<file path="src/rtl/cpu_pkg.sv">
// Shared definitions for the CPU fetch stage.
//   state_t     : fetch FSM state encoding
//   OP_BEQ/OP_J : opcode field values ([31:26]) for BEQ and J
//   jump_target : absolute J target from pc+4 and the 26-bit index
package cpu_pkg;

  typedef enum logic [1:0] {
    FETCH = 2'd0,
    EXEC  = 2'd1,
    HALT  = 2'd2
  } state_t;

  localparam logic [5:0] OP_BEQ = 6'h04;
  localparam logic [5:0] OP_J   = 6'h02;

  function automatic logic [31:0] jump_target(input logic [31:0] pc4,
                                              input logic [25:0] index);
    return {pc4[31:28], index, 2'b00};
  endfunction

endpackage

</file>
<file path="src/rtl/cpu_fetch_unit_next_pc.sv">
// Combinational next-PC selection.
//   pc      in  32  address of the current instruction
//   index   in  26  instr[25:0], J target index
//   se_imm  in  32  sign-extended branch offset (in words)
//   branch  in  1   current instruction is BEQ
//   zero    in  1   ALU Zero
//   jump    in  1   current instruction is J (wins over branch)
//   next_pc out 32  fall-through, branch or jump target; wraps mod 2^32
module next_pc_calc
  import cpu_pkg::*;
(
  input  logic [31:0] pc,
  input  logic [25:0] index,
  input  logic [31:0] se_imm,
  input  logic        branch,
  input  logic        zero,
  input  logic        jump,
  output logic [31:0] next_pc
);

  logic [31:0] pc4;

  always_comb begin
    pc4 = pc + 32'd4;
    if (jump)
      next_pc = jump_target(pc4, index);
    else if (branch && zero)
      next_pc = pc4 + (se_imm << 2);
    else
      next_pc = pc4;
  end

endmodule

</file>
<file path="src/rtl/cpu_fetch_unit.sv">
// Instruction fetch stage: holds the PC, fetches one word per instruction
// over a req/ack handshake, presents it to execution, then advances the PC.
//   clk, reset  clock / async active-high reset
//   imem_req    out  fetch request (registered)
//   imem_addr   out  fetch address, always equal to pc
//   imem_ack    in   imem_rdata valid; only honoured while a request is out
//   imem_rdata  in   fetched word
//   instr       out  latched instruction
//   instr_valid out  high for the whole time instr is being executed
//   exec_done   in   current instruction completes this cycle
//   branch, jump, zero, se_imm  in  next-PC controls from decode/execute
//   pc          out  address of current instruction
//   fetch_fault out  sticky timeout flag; unit halts until reset
module cpu_fetch_unit
  import cpu_pkg::*;
#(
  parameter logic [31:0] RESET_PC = 32'h0000_0000,
  parameter logic [7:0]  MAX_WAIT = 8'd255
) (
  input  logic        clk,
  input  logic        reset,
  output logic        imem_req,
  output logic [31:0] imem_addr,
  input  logic        imem_ack,
  input  logic [31:0] imem_rdata,
  output logic [31:0] instr,
  output logic        instr_valid,
  input  logic        exec_done,
  input  logic        branch,
  input  logic        jump,
  input  logic        zero,
  input  logic [31:0] se_imm,
  output logic [31:0] pc,
  output logic        fetch_fault
);

  state_t      state;
  logic [7:0]  wait_cnt;
  logic [31:0] next_pc;

  assign imem_addr = pc;

  next_pc_calc u_next_pc (
    .pc      (pc),
    .index   (instr[25:0]),
    .se_imm  (se_imm),
    .branch  (branch),
    .zero    (zero),
    .jump    (jump),
    .next_pc (next_pc)
  );

  // wait_cnt holds the 1-based number of the current request cycle, so a
  // request that sees wait_cnt==MAX_WAIT without ack has waited MAX_WAIT
  // cycles; an ack in that same cycle still wins.
  always_ff @(posedge clk or posedge reset) begin
    if (reset) begin
      state       <= FETCH;
      pc          <= RESET_PC;
      instr       <= '0;
      instr_valid <= 1'b0;
      imem_req    <= 1'b0;
      fetch_fault <= 1'b0;
      wait_cnt    <= '0;
    end else begin
      case (state)
        FETCH: begin
          if (!imem_req) begin
            // first cycle out of reset: raise the request, ignore any ack
            imem_req <= 1'b1;
            wait_cnt <= 8'd1;
          end else if (imem_ack) begin
            instr       <= imem_rdata;
            instr_valid <= 1'b1;
            imem_req    <= 1'b0;
            wait_cnt    <= '0;
            state       <= EXEC;
          end else if (wait_cnt == MAX_WAIT) begin
            fetch_fault <= 1'b1;
            imem_req    <= 1'b0;
            wait_cnt    <= '0;
            state       <= HALT;
          end else begin
            wait_cnt <= wait_cnt + 8'd1;
          end
        end
        EXEC: begin
          if (exec_done) begin
            pc          <= next_pc;
            instr_valid <= 1'b0;
            imem_req    <= 1'b1;
            wait_cnt    <= 8'd1;
            state       <= FETCH;
          end
        end
        HALT: begin
          imem_req    <= 1'b0;
          instr_valid <= 1'b0;
        end
        default: begin
          imem_req    <= 1'b0;
          instr_valid <= 1'b0;
          state       <= HALT;
        end
      endcase
    end
  end

endmodule

</file>
<file path="config.mk">
export PLATFORM = sky130hd
export DESIGN_NAME = cpu_fetch_unit
export DESIGN_NICKNAME = d
export VERILOG_FILES = /design/src/rtl/cpu_pkg.sv /design/src/rtl/cpu_fetch_unit_next_pc.sv /design/src/rtl/cpu_fetch_unit.sv
export SDC_FILE = /design/constraint.sdc
export NUM_CORES = 1
export LEC_CHECK = 0
export ABC_CLOCK_PERIOD_IN_PS = 5500
export BUFFER_PORTS_ARGS = -buffer_cell sky130_fd_sc_hd__clkbuf_2
export CAP_MARGIN = 20
export CORE_MARGIN = 4
export CORE_UTILIZATION = 41
export CTS_BUF_LIST = sky130_fd_sc_hd__clkbuf_4
export DETAILED_ROUTE_END_ITERATION = 16
export GPL_ROUTABILITY_DRIVEN = 0
export PLACE_DENSITY = 0.66
export SLEW_MARGIN = 20
export SYNTH_ARGS = -nofsm -noshare
export SYNTH_HDL_FRONTEND = slang
export SYNTH_SLANG_ARGS = --single-unit
</file>
<file path="constraint.sdc">
create_clock -name clk -period 5.5 [get_ports clk]
set_clock_uncertainty 0.15 [all_clocks]
set_input_delay 0.275 -clock clk [delete_from_list [all_inputs] [get_ports clk]]
set_output_delay 0.275 -clock clk [all_outputs]
set_load 0.1 [all_outputs]
</file>
==> metrics <==
register area share after synthesis=31.90%; path depth of the worst reg2reg path=12; Final Critical Period=4.003 ns; # rows=43; TritonCTS Buffers=9; fraction of registers with async set or reset after synthesis=100.0%; clock tree root driver cell=clkbuf_4; Slew @ Worst Pin=1.052 ns; Pre-antenna DRT Iters=4; post-DR wirelength/cell=16.54 um; total clock sinks=75; Reg2Reg Setup Slack=1.50 ns; Worst Setup Start Kind=register; first-pass GRT wire length=26.90 mm; Max-Cap Viols=0; Final Util=50.90%; vias in the first global route=5,175; fin. max-slew vios=0; overflow left after global routing=0; clk_lat worst skew=0.43 ns; cells after synthesis=681; boundary pin count=170; slowest stage delay, CP=0.69 ns; count of different cell masters after synthesis=56; worst-case clock buffer depth=2; die outline width=127.8 um; GRT Total Usage=20.42%; core footprint=13,990 um2; initial antenna violation count=0; crit path buf inv count=0; synthesis-stage register bit count=75; FILL cells=1,364; Final setup viols=0; clock slew at reported path FFs=0.13 ns; Rel. slew slack=29.70%; count leader, synth=nand2_1; count of final hold-check violations=0; Max FO, Critical Path=12; Hold Crit Start=se_imm[0]; unrepaired setup endpoints after global routing=false; layout cells sized above 1=27.53%; Initial Utilization=42.06%; mean area per synthesized cell=8.639 um2; die height=127.8 um; Crit. path cell count=12; critical path required time=5.64 ns; Yosys top cell by area=dfrtp_1; Post-CTS Setup Inserts=0; count of flip-flops with a built-in enable after synthesis=0; DRT Wirelength=16.86 mm; Worst R2R Start=imem_addr[2]$_DFFE_PP0P_; post-route ant nets=0; register area=1877 um2; Die ar.=16,330 um2; Final Net Count=944; FMAX=0.2498 GHz; slowest CP cell=dfrtp_1; hold path depth=4; synth top area cells=dfrtp_1, ha_1, mux2_2; post-synth top area share=31.90%; fin crit share=72.78%; HP Class=input pin to register; Post-synth top cells=nand2_1, dfrtp_1, o21ai_0; P&R area growth vs syn=21.03%; DRC viols=0; Top FF cell, synth=dfrtp_1; vias per cell=5.429; setup TNS=0 ns; type of element capturing the critical path=register; Worst Path Arrival=4.15 ns; PortBufs=163; cell family with most CP delay=compound AO/OA/AOI/OAI gates; diode count=0; initial drt markers=348; worst hold endpoint=imem_addr[2]$_DFFE_PP0P_; H-Tree Depth=3; CTS tree=built; area of the multi-input gates=3582 um2; Mapped Area=5883 um2; largest net degree at the start of global routing=76; DP HPWL=12.44 mm; status=complete, no violations; crit path cell chain=ha_1 -> xor2_1 -> ha_1 -> a21o_1 -> a21oi_1 -> o211ai_1 -> a211oi_1 -> o21ai_0 -> o21ai_0 -> nor2b_1 -> xor2_1 -> o221ai_1; RR Endpoint=imem_addr[24]$_DFFE_PP0P_; DR vias=5,532; Setup Crit Path Kind=register to register; Synth warnings=0
-- routing by layer --
metal | part of all wire [%] | wire [um] | GRT usage [%]
met5 | 0 | 0 | 0
met4 | 1.9 | 325 | 5.930
met3 | 6.2 | 1042 | 3.250
met2 | 45 | 7628 | 32.32
met1 | 47 | 7861 | 28.92
-- area by class of cell --
type	count	share of cell area [%]
tap	180	3.163
multi-input combinational	526	50.31
clock buffer	10	1.054
timing repair buffer	202	16.80
inverter	20	1.054
sequential	75	26.36
clock inverter	6	1.265
-- tightest hold or removal path, cell delays in order --
cell,delay [ns]
clkbuf_2,0.08
ha_1,0.13
a21oi_1,0.06
o22ai_1,0.12
-- metrics by stage --
step	hold WS, ns	worst slack [ns]	cell area [um2]	std cells
2_1_floorplan	0.2767	1.267	5894	684
3_3_place_gp	0.3057	1.636	6605	968
3_5_place_dp	0.3100	1.597	6605	968
4_1_cts	0.07499	1.549	7121	1019
5_1_grt	0.1146	1.186	7121	1019
6_report	0.1238	1.497	7121	1019
-- worst max-delay path by stage --
stage	start	end
floorplan	imem_addr[4]$_DFFE_PP0P_	imem_addr[31]$_DFFE_PP0P_
global placement	imem_addr[4]$_DFFE_PP0P_	imem_addr[24]$_DFFE_PP0P_
detailed placement	imem_addr[2]$_DFFE_PP0P_	imem_addr[31]$_DFFE_PP0P_
CTS	imem_addr[2]$_DFFE_PP0P_	imem_addr[31]$_DFFE_PP0P_
global route	imem_addr[2]$_DFFE_PP0P_	imem_addr[31]$_DFFE_PP0P_
finish	imem_addr[2]$_DFFE_PP0P_	imem_addr[24]$_DFFE_PP0P_
-- registers in the layout, indices dropped and copies added, names as in the netlist --
name         flops
fetch_fault      1
imem_addr       30
imem_req         1
instr           32
instr_valid      1
state            2
wait_cnt         8
-- cells in the final DEF (no fill, tap or decap), drive strengths merged, types with 4 or more instances in the layout --
master and n:
nand2 76, dfrtp 75, o21bai 8, or3 7, and2 8, nand3 27
inv 20, buf 4, nand4 15, nor3 7, nor2 25, a31oi 9
a21o 21, dlygate4sd3 35, clkbuf 173, and3 21, mux2 32, ha 38
a21oi 47, conb 4, xor2 16, o211ai 9, a211oi 12, o21ai 65
xnor2 34
-- cells by family (layout without fill, tap and decap cells) --
family / count (synthesis) / after routing / synth area share (%)
adder cells (fa/ha/maj): 39 / 39 / 8.422
flip-flops: 75 / 75 / 31.90
AND/OR/NAND/NOR: 204 / 204 / 17.78
buffers and inverters: 83 / 238 / 7.486
multiplexers: 33 / 33 / 6.295
AO/OA/AOI/OAI: 196 / 196 / 20.61
other: 1 / 4 / 0.06374
XOR/XNOR: 50 / 50 / 7.444
-- repair_timing --
item / CTS / global route
hold endpoints to repair: 109 / 0
resized for setup: 0 / 0
hold buffers: 35 / 0
Power is left out: the tool's default activity adds up to more than one toggle a clock period on the data nets, which glitch-free logic cannot reach.
